[src/rtl/aibio_hvmadc_pkg.sv]
`default_nettype none
// ============================================================================
//  Module      : aibio_hvmadc_pkg
//  Description : Shared types and constants for the HVM ADC channel sequencer:
//                FSM state encoding, channel count, ADC code width and the
//                channel search helper used by the sweep logic.
//  Revision    : 1.0 - initial release
// ============================================================================
package aibio_hvmadc_pkg;

    localparam int NUM_CH = 8;   // ADC mux inputs
    localparam int CH_W   = 3;   // index width for NUM_CH channels
    localparam int CODE_W = 10;  // ADC conversion code width

    typedef enum logic [2:0] {
        ST_IDLE   = 3'd0,
        ST_SELECT = 3'd1,
        ST_SETTLE = 3'd2,
        ST_START  = 3'd3,
        ST_WAIT   = 3'd4,
        ST_STORE  = 3'd5
    } seq_state_t;

    // Lowest set bit of mask at index >= from. The MSB of the result flags
    // whether any channel was found; 'from' is one bit wider than an index so
    // that NUM_CH can express "past the last channel".
    function automatic logic [CH_W:0] find_ch(input logic [NUM_CH-1:0] mask,
                                              input logic [CH_W:0]     from);
        logic [CH_W:0] res;
        res = '0;
        for (int i = NUM_CH - 1; i >= 0; i--) begin
            if (mask[i] && ((CH_W + 1)'(i) >= from)) begin
                res = {1'b1, CH_W'(i)};
            end
        end
        return res;
    endfunction

endpackage
`default_nettype wire

[src/rtl/aibio_hvmadc_seq_if.sv]
`default_nettype none
// ============================================================================
//  Module      : aibio_hvmadc_seq_if
//  Description : Sequencer <-> HVM ADC signal bundle.
//                master : sequencer side (drives enable/start/mux select)
//                slave  : ADC side (drives done flag and conversion code)
//  Signals     : adc_en, adc_start, adc_anamux_sel[2:0], adcdone, adcout[9:0]
//  Revision    : 1.0 - initial release
// ============================================================================
interface aibio_hvmadc_seq_if;
    import aibio_hvmadc_pkg::*;

    logic              adc_en;
    logic              adc_start;
    logic [CH_W-1:0]   adc_anamux_sel;
    logic              adcdone;
    logic [CODE_W-1:0] adcout;

    modport master (
        output adc_en,
        output adc_start,
        output adc_anamux_sel,
        input  adcdone,
        input  adcout
    );

    modport slave (
        input  adc_en,
        input  adc_start,
        input  adc_anamux_sel,
        output adcdone,
        output adcout
    );

endinterface
`default_nettype wire

[src/rtl/aibio_hvmadc_done_sync.sv]
`default_nettype none
// ============================================================================
//  Module      : aibio_hvmadc_done_sync
//  Description : Two-flop synchronizer for the asynchronous ADC done flag plus
//                a rising-edge detector on the synchronized level.
//  Ports       : adcclk    - clock
//                reset_n   - asynchronous active-low reset
//                adcdone   - raw done flag from the ADC
//                done_rise - one-cycle pulse on a synchronized rising edge
//  Revision    : 1.0 - initial release
// ============================================================================
module aibio_hvmadc_done_sync (
    input  wire logic adcclk,
    input  wire logic reset_n,
    input  wire logic adcdone,
    output logic      done_rise
);

    logic r_meta;
    logic r_sync;
    logic r_sync_d;

    always_ff @(posedge adcclk or negedge reset_n) begin
        if (!reset_n) begin
            r_meta   <= 1'b0;
            r_sync   <= 1'b0;
            r_sync_d <= 1'b0;
        end else begin
            r_meta   <= adcdone;
            r_sync   <= r_meta;
            r_sync_d <= r_sync;
        end
    end

    assign done_rise = r_sync & ~r_sync_d;

endmodule
`default_nettype wire

[src/rtl/aibio_hvmadc_seq.sv]
`default_nettype none
// ============================================================================
//  Module      : aibio_hvmadc_seq
//  Description : HVM ADC channel sequencer. Sweeps the enabled mux inputs in
//                ascending order, settles, pulses adc_start, waits for the
//                synchronized done edge and stores the code per channel.
//  Ports       : adcclk, reset_n      - clock, async active-low reset
//                seq_en, seq_cont     - sweep request, continuous mode
//                ch_en, settle_cyc    - channel mask, mux settle cycles
//                rd_ch/rd_data/rd_valid - combinational result read port
//                adc (if.master)      - adc_en/adc_start/mux sel, done/code
//                seq_busy, seq_done   - status, end-of-sweep pulse
//                err_timeout          - sticky per-channel timeout flags
//  Config      : AIBIO_HVMADC_SEQ_TIMEOUT_EN - abort a conversion after
//                TIMEOUT_CYC cycles in WAIT and flag err_timeout[ch].
//  Revision    : 1.0 - initial release
// ============================================================================
module aibio_hvmadc_seq
    import aibio_hvmadc_pkg::*;
#(
    parameter int SETTLE_W    = 4,
    parameter int START_CYC   = 4,
    parameter int TIMEOUT_CYC = 32768
) (
    input  wire logic                adcclk,
    input  wire logic                reset_n,
    input  wire logic                seq_en,
    input  wire logic                seq_cont,
    input  wire logic [NUM_CH-1:0]   ch_en,
    input  wire logic [SETTLE_W-1:0] settle_cyc,
    input  wire logic [CH_W-1:0]     rd_ch,
    aibio_hvmadc_seq_if.master       adc,
    output logic [CODE_W-1:0]        rd_data,
    output logic                     rd_valid,
    output logic                     seq_busy,
    output logic                     seq_done,
    output logic [NUM_CH-1:0]        err_timeout
);

    localparam logic [15:0] C_START_LAST = 16'(START_CYC - 1);
    localparam logic [15:0] C_CNT_MAX    = 16'(TIMEOUT_CYC - 1);

    seq_state_t          r_state, w_state_next;
    logic [CH_W-1:0]     r_ptr, w_ptr_next;
    logic [NUM_CH-1:0]   r_mask, w_mask_next;
    logic                r_relatch, w_relatch_next;
    logic [15:0]         r_cnt;
    logic [CODE_W-1:0]   r_result [NUM_CH];
    logic [NUM_CH-1:0]   r_valid;

    logic                w_done_rise;
    logic                w_clr_valid;
    logic                w_store;
    logic                w_finish;
    logic [CH_W:0]       w_sel;
    logic [CH_W:0]       w_hi;
`ifdef AIBIO_HVMADC_SEQ_TIMEOUT_EN
    logic                w_tmo;
    logic [NUM_CH-1:0]   r_err;
`endif

    aibio_hvmadc_done_sync u_done_sync (
        .adcclk    (adcclk),
        .reset_n   (reset_n),
        .adcdone   (adc.adcdone),
        .done_rise (w_done_rise)
    );

    always_ff @(posedge adcclk or negedge reset_n) begin
        if (!reset_n) begin
            r_state   <= ST_IDLE;
            r_ptr     <= '0;
            r_mask    <= '0;
            r_relatch <= 1'b0;
            r_cnt     <= '0;
        end else begin
            r_state   <= w_state_next;
            r_ptr     <= w_ptr_next;
            r_mask    <= w_mask_next;
            r_relatch <= w_relatch_next;
            // Per-state cycle counter; saturating so an endless WAIT is benign.
            if (w_state_next != r_state) begin
                r_cnt <= '0;
            end else if (r_cnt != C_CNT_MAX) begin
                r_cnt <= r_cnt + 16'd1;
            end
        end
    end

    // Wrap-around re-latch is deferred to SELECT (r_relatch) so the last
    // stored valid bit of a sweep is visible for a cycle before it clears.
    always_comb begin
        w_state_next   = r_state;
        w_ptr_next     = r_ptr;
        w_mask_next    = r_mask;
        w_relatch_next = r_relatch;
        w_clr_valid    = 1'b0;
        w_store        = 1'b0;
        w_finish       = 1'b0;
        seq_done       = 1'b0;
`ifdef AIBIO_HVMADC_SEQ_TIMEOUT_EN
        w_tmo          = 1'b0;
`endif
        w_sel = find_ch(r_relatch ? ch_en : r_mask,
                        r_relatch ? 4'd0 : {1'b0, r_ptr});
        w_hi  = find_ch(r_mask, {1'b0, r_ptr} + 4'd1);

        case (r_state)
            ST_IDLE: begin
                if (seq_en && (ch_en != '0)) begin
                    w_state_next = ST_SELECT;
                    w_mask_next  = ch_en;
                    w_ptr_next   = '0;
                    w_clr_valid  = 1'b1;
                end
            end
            ST_SELECT: begin
                w_relatch_next = 1'b0;
                if (r_relatch) begin
                    w_mask_next = ch_en;
                    w_clr_valid = 1'b1;
                end
                if (w_sel[CH_W]) begin
                    w_state_next = ST_SETTLE;
                    w_ptr_next   = w_sel[CH_W-1:0];
                end else begin
                    w_state_next = ST_IDLE;  // mask emptied at wrap
                end
            end
            ST_SETTLE: begin
                // Counter starts at 0 on entry, so settle_cyc=0 adds no
                // cycles beyond the single SETTLE visit.
                if (r_cnt >= 16'(settle_cyc)) begin
                    w_state_next = ST_START;
                end
            end
            ST_START: begin
                if (r_cnt == C_START_LAST) begin
                    w_state_next = ST_WAIT;
                end
            end
            ST_WAIT: begin
                if (w_done_rise) begin
                    w_state_next = ST_STORE;
                end
`ifdef AIBIO_HVMADC_SEQ_TIMEOUT_EN
                else if (r_cnt == C_CNT_MAX) begin
                    w_tmo    = 1'b1;
                    w_finish = 1'b1;
                end
`endif
            end
            ST_STORE: begin
                w_store  = 1'b1;
                w_finish = 1'b1;
            end
            default: begin
                w_state_next = ST_IDLE;
            end
        endcase

        // Channel complete (stored or timed out): advance, wrap or stop.
        if (w_finish) begin
            if (!seq_en) begin
                w_state_next = ST_IDLE;
            end else if (w_hi[CH_W]) begin
                w_state_next = ST_SELECT;
                w_ptr_next   = r_ptr + 3'd1;
            end else begin
                seq_done = 1'b1;
                if (seq_cont) begin
                    w_state_next   = ST_SELECT;
                    w_ptr_next     = '0;
                    w_relatch_next = 1'b1;
                end else begin
                    w_state_next = ST_IDLE;
                end
            end
        end
    end

    always_ff @(posedge adcclk or negedge reset_n) begin
        if (!reset_n) begin
            for (int i = 0; i < NUM_CH; i++) begin
                r_result[i] <= '0;
            end
            r_valid <= '0;
        end else begin
            if (w_clr_valid) begin
                r_valid <= '0;
            end else if (w_store) begin
                r_valid[r_ptr] <= 1'b1;
            end
            if (w_store) begin
                r_result[r_ptr] <= adc.adcout;
            end
        end
    end

`ifdef AIBIO_HVMADC_SEQ_TIMEOUT_EN
    always_ff @(posedge adcclk or negedge reset_n) begin
        if (!reset_n) begin
            r_err <= '0;
        end else if (w_tmo) begin
            r_err[r_ptr] <= 1'b1;
        end
    end
    assign err_timeout = r_err;
`else
    assign err_timeout = '0;
`endif

    assign seq_busy           = (r_state != ST_IDLE);
    assign adc.adc_en         = seq_busy;
    assign adc.adc_start      = (r_state == ST_START);
    assign adc.adc_anamux_sel = r_ptr;
    assign rd_data            = r_result[rd_ch];
    assign rd_valid           = r_valid[rd_ch];

endmodule
`default_nettype wire
[src/flat_wrapper.sv]
// flat-port wrapper written by rule: the top's interface ports become plain ports
module aibio_hvmadc_seq_flat import aibio_hvmadc_pkg::*;
#(
    parameter int SETTLE_W    = 4,
    parameter int START_CYC   = 4,
    parameter int TIMEOUT_CYC = 32768
)
  (adcclk, reset_n, seq_en, seq_cont, ch_en, settle_cyc, rd_ch, rd_data, rd_valid, seq_busy, seq_done, err_timeout, adc_adc_en, adc_adc_start, adc_adc_anamux_sel, adc_adcdone, adc_adcout);
  aibio_hvmadc_seq_if adc_i ();
  input  wire logic adcclk;
  input  wire logic reset_n;
  input  wire logic seq_en;
  input  wire logic seq_cont;
  input  wire logic [NUM_CH-1:0] ch_en;
  input  wire logic [SETTLE_W-1:0] settle_cyc;
  input  wire logic [CH_W-1:0] rd_ch;
  output logic [CODE_W-1:0] rd_data;
  output logic rd_valid;
  output logic seq_busy;
  output logic seq_done;
  output logic [NUM_CH-1:0] err_timeout;
  output wire logic [$bits(adc_i.adc_en)-1:0] adc_adc_en;
  output wire logic [$bits(adc_i.adc_start)-1:0] adc_adc_start;
  output wire logic [$bits(adc_i.adc_anamux_sel)-1:0] adc_adc_anamux_sel;
  input wire logic [$bits(adc_i.adcdone)-1:0] adc_adcdone;
  input wire logic [$bits(adc_i.adcout)-1:0] adc_adcout;
  assign adc_adc_en = adc_i.adc_en;
  assign adc_adc_start = adc_i.adc_start;
  assign adc_adc_anamux_sel = adc_i.adc_anamux_sel;
  assign adc_i.adcdone = adc_adcdone;
  assign adc_i.adcout = adc_adcout;
  aibio_hvmadc_seq #(.SETTLE_W(SETTLE_W), .START_CYC(START_CYC), .TIMEOUT_CYC(TIMEOUT_CYC)) u_core (.adcclk(adcclk), .reset_n(reset_n), .seq_en(seq_en), .seq_cont(seq_cont), .ch_en(ch_en), .settle_cyc(settle_cyc), .rd_ch(rd_ch), .adc(adc_i), .rd_data(rd_data), .rd_valid(rd_valid), .seq_busy(seq_busy), .seq_done(seq_done), .err_timeout(err_timeout));
endmodule
[config.mk]
export PLATFORM = sky130hd
export DESIGN_NAME = aibio_hvmadc_seq_flat
export DESIGN_NICKNAME = d
export VERILOG_FILES = /design/src/rtl/aibio_hvmadc_pkg.sv /design/src/rtl/aibio_hvmadc_seq_if.sv /design/src/rtl/aibio_hvmadc_done_sync.sv /design/src/rtl/aibio_hvmadc_seq.sv /design/src/flat_wrapper.sv
export SDC_FILE = /design/constraint.sdc
export NUM_CORES = 1
export LEC_CHECK = 0
export ABC_AREA = 1
export CAP_MARGIN = 30
export CORE_MARGIN = 5
export CORE_UTILIZATION = 50
export DETAILED_ROUTE_END_ITERATION = 16
export GPL_TIMING_DRIVEN = 0
export PLACE_DENSITY_LB_ADDON = 0.3
export REMOVE_ABC_BUFFERS = 1
export SYNTH_ARGS = -nofsm -noshare
export SYNTH_HDL_FRONTEND = slang
export SYNTH_SLANG_ARGS = --single-unit
[constraint.sdc]
create_clock -name adcclk -period 4.6 [get_ports adcclk]
set_input_delay 0.69 -clock adcclk [delete_from_list [all_inputs] [get_ports adcclk]]
set_output_delay 0.69 -clock adcclk [all_outputs]
set_load 0.03 [all_outputs]
==> flow_summary.toml, run 1 <==
[clock_tree]
cts_tree = "done"
numCtsBuffers = 17
cts_hold_buffers = 0
post-cts-setup-buffers = 0
root_buffer = "clkbuf_16"
clk_pin_slew_ps = 60
clock_sinks = 122
h-tree-depth = 4
insertion_delay_ps = 420
cts_buffer_depth = 2

[synth]
synth-edff-count = 0
synth_top_area_cell = "dfrtp_1"
syn_inst = 824
synth_area_leaders = "dfrtp_1 47%, nand2_1 10%, o21ai_0 9.7%"
ys_seq_elements = 122
ys_warn_count = 0
ys.flop_type = "dfrtp_1"
seq_area_frac_synth_pct = 47.2
synth_area_um2 = 6470
synth_top_cells_by_count = "177 x nand2_1, 125 x o21ai_0, 122 x dfrtp_1, 91 x inv_1, 79 x nor2_1"
synth_cell_types = 39
synthArstFlopShare_pct = 100
synth_top_cell_area_share_pct = 47.2
syn_avg_cell_area_um2 = 7.85
synth_most_common_cell = "nand2_1"

[die]
io_pins = 56
fp.coreArea_um2 = 12700
num_rows = 41
die_width_um = 124
die_h_um = 124
dieArea_um2 = 15300
initial_core_util_pct = 51.1

[layout]
fin_util_pct = 60.2
nets = 896
fin_cells = 1042
drive_gt1_share_pct = 10.6
syn_to_final_growth_pct = 17.9
fillers = 1145
n_antenna_cell = 0

[global_routing]
grt_pass1_vias = 5010
overflow = 0
antenna_found_initial = 0
grt_pass1_wl_um = 24300
grt_usage_pct = 20.4
grt_max_degree = 92

[routing]
wl_per_cell_um = 13.9
drt-total-wl_um = 14500
drc = 0
vias = 5336
detail-route-antenna-nets = 0
viasPerCell = 5.12
initialDrtViolationCount = 415
firstDrtPassIters = 5

[sta]
grt_setup_unrepaired = "false"
final-setup-viol-count = 0
fin_crit_ps = 4200
final.setup.tns_ps = 0
fin_skew_ps = 8.24
final_max_slew_viol_count = 0
finalCritPeriodShare_pct = 91.3
max_freq_ghz = 0.238
finalHoldViolCount = 0
tightest_slew_ps = 950
slew_headroom_pct = 36.6

[setup_path]
critical_path_required_ps = 3910
r2r-start = "u_core.adc.adc_anamux_sel[0]"
crit_start = "rd_ch[0]"
rr_endpoint = "u_core.r_cnt[13]"
rrSetupSlack_ps = 2110
endpoint = "rd_valid"
cp-end-kind = "output pin"
ff2ff_path_depth = 14
path_max_fanout = 53
worst_ep_arrival_time_ps = 3510
cp-start-kind = "input pin"
critPathKind = "in2out"

[power]
p_leak_uw = 0.00348
worst_ir_drop_vdd_v = 0.000344
powerDensity_nw_per_um2 = 494

[run_status]
status = "complete, no violations"

[placement]
gp_congestion = 0.847
portBuffers = 47
hpwl_um = 9330
place_inst = 1010

[worst_hold_path]
hp-class = "in2async"

[job]
maxCapViolCount = 0
[kinds of logic after synthesis]
kind of cell               after synthesis  synth area share [%]
other                                    1                0.0579
adders and majority gates                9                  1.74
muxes                                    1                 0.174
AOI/OAI and AO/OA                      212                  17.7
xor gates and xnor gates                 7                 0.947
DFF                                    122                  47.2
buffers and inverters                  147                  9.47
and+or+nand+nor                        325                  22.7
[what timing repair did]
item                                   CTS  global route
endpoints found under the hold margin    0             0
setup endpoints to repair                1             0
resized for setup                        1             0
[layout make-up]
class	count	area (um^2)	share of cell area, %
Clock buffer	21	470	6.17
Inverter	103	388	5.08
Multi-Input combinational cell	562	2840	37.2
Sequential cell	122	3050	40.0
Tap cell	172	215	2.82
Timing Repair Buffer	51	544	7.13
Clock inverter	11	120	1.57
[state kept, by name, summed over array words and instances, names as in the netlist]
name,cells
u_core.r_valid,8
u_core.r_relatch,1
u_core.adc.adc_anamux_sel,3
u_core.u_done_sync.r_meta,1
u_core.r_state,3
u_core.r_mask,8
u_core.u_done_sync.r_sync,1
u_core.r_cnt,16
u_core.u_done_sync.r_sync_d,1
u_core.r_result,80
[power breakdown]
group	leakage (uW)	internal [uW]	switching (uW)	total (uW)
Combinational	0.00191	375	718	1090
Sequential	0.00129	1230	123	1360
Clock	0.000285	836	485	1320
Total	0.00348	2450	1330	3770
[cells in the final DEF (no fill, tap or decap), types with 8 or more instances in the layout]
cell type / instances
a21oi_1: 40
a31oi_1: 11
clkbuf_16: 17
clkdlybuf4s50_1: 45
conb_1: 8
dfrtp_1: 122
ha_1: 9
inv_1: 91
inv_2: 10
nand2_1: 177
nand2_2: 14
nand3_1: 22
nor2_1: 77
nor2_4: 14
o211ai_1: 13
o21ai_0: 125
o21ai_1: 10
[stage by stage]
step                area (um^2)  hold WS [ps]  worst slack [ps]  total power, uW
floorplan                  6270           331              1780             2140
global placement           6960           336             -2050             2440
detailed placement         7040           346             -13.6             2460
CTS                        7630           146               432             3790
global route               7630           158              78.0             4000
finish                     7630           140               399             3770
[routing by layer]
layer	up-vias	GRT usage [%]	part of all wire, %
met5	-	0	0
met4	0	6.16	0.91
met1	2487	27.0	47
li1	2724	-	-
met2	111	33.0	47
met3	14	5.50	5.6
[worst min-delay path by stage]
stage	from	to	slack (ps)	depth (start not counted)
final	reset_n	u_core.r_result[69]	140	1
after global routing	reset_n	u_core.r_result[29]	160	1
after CTS	reset_n	u_core.r_result[69]	150	1
after detailed placement	u_core.u_done_sync.r_meta	u_core.u_done_sync.r_sync	350	0
after global placement	u_core.u_done_sync.r_meta	u_core.u_done_sync.r_sync	340	0
after floorplan	u_core.u_done_sync.r_meta	u_core.u_done_sync.r_sync	330	0
[worst max-delay path, stage by stage]
cell             delay (ps)
buf_2                   690
clkinv_2                660
a21oi_1                 260
o21ai_0                  90
o21ai_0                  90
nor2_1                   60
a31oi_1                 190
clkdlybuf4s50_1         740
Power figures use the tool's default switching activity.
==> run 2, diff against run 1 <==
--- a/config.mk
+++ b/config.mk
@@ -5,8 +5,8 @@
 export SDC_FILE = /design/constraint.sdc
 export NUM_CORES = 1
 export LEC_CHECK = 0
-export ABC_AREA = 1
 export CAP_MARGIN = 30
+export CORE_ASPECT_RATIO = 1.25
 export CORE_MARGIN = 5
 export CORE_UTILIZATION = 50
 export DETAILED_ROUTE_END_ITERATION = 16
==> flow_summary.toml, run 2 <==
[run_status]
status = "complete, no violations"

[synth]
synth_cell_types = 63
synth_top_cells_by_count = "122 x dfrtp_1, 97 x mux2_2, 22 x a21oi_1, 22 x mux4_2, 18 x nand2_1"
ys_warn_count = 0
synthArstFlopShare_pct = 100
ys_seq_elements = 122
synth_top_area_cell = "dfrtp_1"
synth_top_cell_area_share_pct = 48.9
syn_avg_cell_area_um2 = 12.9
syn_inst = 485
ys.flop_type = "dfrtp_1"
synth_area_um2 = 6240
seq_area_frac_synth_pct = 48.9
synth_area_leaders = "dfrtp_1 49%, mux2_2 17%, mux4_2 7.9%"
synth-edff-count = 0
synth_most_common_cell = "dfrtp_1"

[clock_tree]
h-tree-depth = 4
clock_sinks = 122
numCtsBuffers = 17
post-cts-setup-buffers = 0
postCtsResizedCells = 0
cts_tree = "done"
cts_hold_buffers = 0
insertion_delay_ps = 410
cts_buffer_depth = 2
root_buffer = "clkbuf_16"
clk_pin_slew_ps = 60

[die]
io_pins = 56
initial_core_util_pct = 51.1
dieArea_um2 = 14800
num_rows = 45
fp.coreArea_um2 = 12200
die_width_um = 110
die_h_um = 135

[sta]
finalCritPeriodShare_pct = 86.0
fin_skew_ps = 14.3
slew_headroom_pct = 47.2
final_max_slew_viol_count = 0
fin_crit_ps = 3950
grt_setup_unrepaired = "false"
tightest_slew_ps = 793
max_freq_ghz = 0.253
final-setup-viol-count = 0
finalHoldViolCount = 0

[global_routing]
grt_pass1_vias = 4298
antenna_found_initial = 0
grt_pass1_wl_um = 21300
grt_usage_pct = 18.5
overflow = 0
grt_max_degree = 102

[layout]
fin_util_pct = 61.1
n_antenna_cell = 0
largest_reg_flops = 80
final_cell_mix = "122 x dfrtp_1, 97 x mux2_2, 45 x clkdlybuf4s50_1, 22 x mux4_2, 22 x a21oi_1"
final_common_cell = "dfrtp_1"
fillers = 938
nets = 570
reg_top3 = "u_core.r_result: 80 flops, u_core.r_cnt: 16 flops"
drive_gt1_share_pct = 31.4
syn_to_final_growth_pct = 19.5
fin_cells = 708
largest_register = "u_core.r_result"

[power]
worst_ir_drop_vdd_v = 0.000303
p_int_uw = 2480
power.share.sequential_pct = 37.6
powerDensity_nw_per_um2 = 481
swShare_pct = 30.8
power.switching_uw = 1100
p_leak_uw = 0.00324
p_comb_share_pct = 23.8
p_clk_share_pct = 38.6

[setup_path]
worst_ep_arrival_time_ps = 3260
cp-start-kind = "flop"
rr_endpoint = "u_core.r_cnt[12]"
cp-end-kind = "output pin"
rrSetupSlack_ps = 1990
r2r-start = "u_core.adc.adc_anamux_sel[0]"
critical_path_required_ps = 3910
critPathKind = "reg2out"
ff2ff_path_depth = 8
path_max_fanout = 13

[routing]
viasPerCell = 5.75
detail-route-antenna-nets = 0
vias = 4074
firstDrtPassIters = 4
wl_per_cell_um = 17.8
drc = 0
initialDrtViolationCount = 160
drt-total-wl_um = 12600

[placement]
gp_congestion = 0.863
hpwl_um = 8540
place_inst = 676
portBuffers = 47

[worst_hold_path]
hp-class = "in2async"

[job]
maxCapViolCount = 0
-- run 2: cell types whose count changed after synthesis, moves of 20 or more --
cell,previous run,this run
nand2_1,177,18
nor2_1,79,13
inv_1,91,14
mux2_2,1,97
clkbuf_1,28,8
mux4_2,0,22
o21ai_0,125,6
-- run 2: cell type report --
class,count,area [um^2],share of cell area [%]
clock buffers,18,439,5.89
clock inverters,14,186,2.50
inverters,15,56.3,0.755
multi-input cells,322,2970,39.8
flip-flops and latches,122,3050,40.9
well taps,164,205,2.75
repair buffers,53,554,7.43
-- run 2: power by group through the flow --
stage                     Combinational [uW]  Clock (uW)  Sequential (uW)
after floorplan                          590           0             1340
after global placement                   836           0             1360
after detailed placement                 859           0             1360
after CTS                                863        1410             1340
after global routing                     948        1460             1370
final                                    855        1390             1350
-- run 2: through the flow --
stage / hold slack, ps / setup TNS (ps) / setup WS (ps) / area, um^2 / total power, uW
after floorplan: 331 / 0 / 1440 / 6070 / 1930
after CTS: 118 / 0 / 630 / 7460 / 3610
after detailed placement: 340 / 0 / 881 / 6840 / 2220
after global routing: 127 / 0 / 422 / 7460 / 3780
after global placement: 339 / -199680 / -1650 / 6750 / 2190
final: 120 / 0 / 646 / 7460 / 3590
-- run 2: layer usage --
metal / vias to the layer above / global-route usage [%] / wire [um]
met5: - / 0 / 0
met4: 0 / 6.86 / 215
met3: 15 / 4.21 / 555
met2: 94 / 30.2 / 6360
met1: 2082 / 23.8 / 5470
li1: 1883 / - / -
-- run 2: cells by family after synthesis --
group                      Yosys count  synth area share, %
other                                1               0.0601
adders and majority gates            9                 1.80
AOI/OAI and AO/OA                   68                 7.66
xor gates and xnor gates            16                 2.25
and+or+nand+nor                     98                 9.06
muxes                              123                 26.2
buffers and inverters               48                 4.07
DFF                                122                 48.9
-- run 2: worst max-delay path, cell delays in order (launching register included) --
cell	delay, ps
dfrtp_1	630
inv_1	190
ha_1	340
inv_1	70
a221oi_1	290
o211ai_1	190
and2_1	210
nor3_1	210
clkdlybuf4s50_1	730
-- run 2: how the worst max path moves through the flow --
stage	startpoint	end	slack, ps
2_1_floorplan	u_core.adc.adc_anamux_sel[0]	seq_done	1440
3_3_place_gp	reset_n	u_core.r_cnt[3]	-1650
3_5_place_dp	rd_ch[1]	rd_data[4]	880
4_1_cts	u_core.adc.adc_anamux_sel[0]	seq_done	630
5_1_grt	u_core.adc.adc_anamux_sel[0]	seq_done	420
6_report	u_core.adc.adc_anamux_sel[0]	seq_done	650
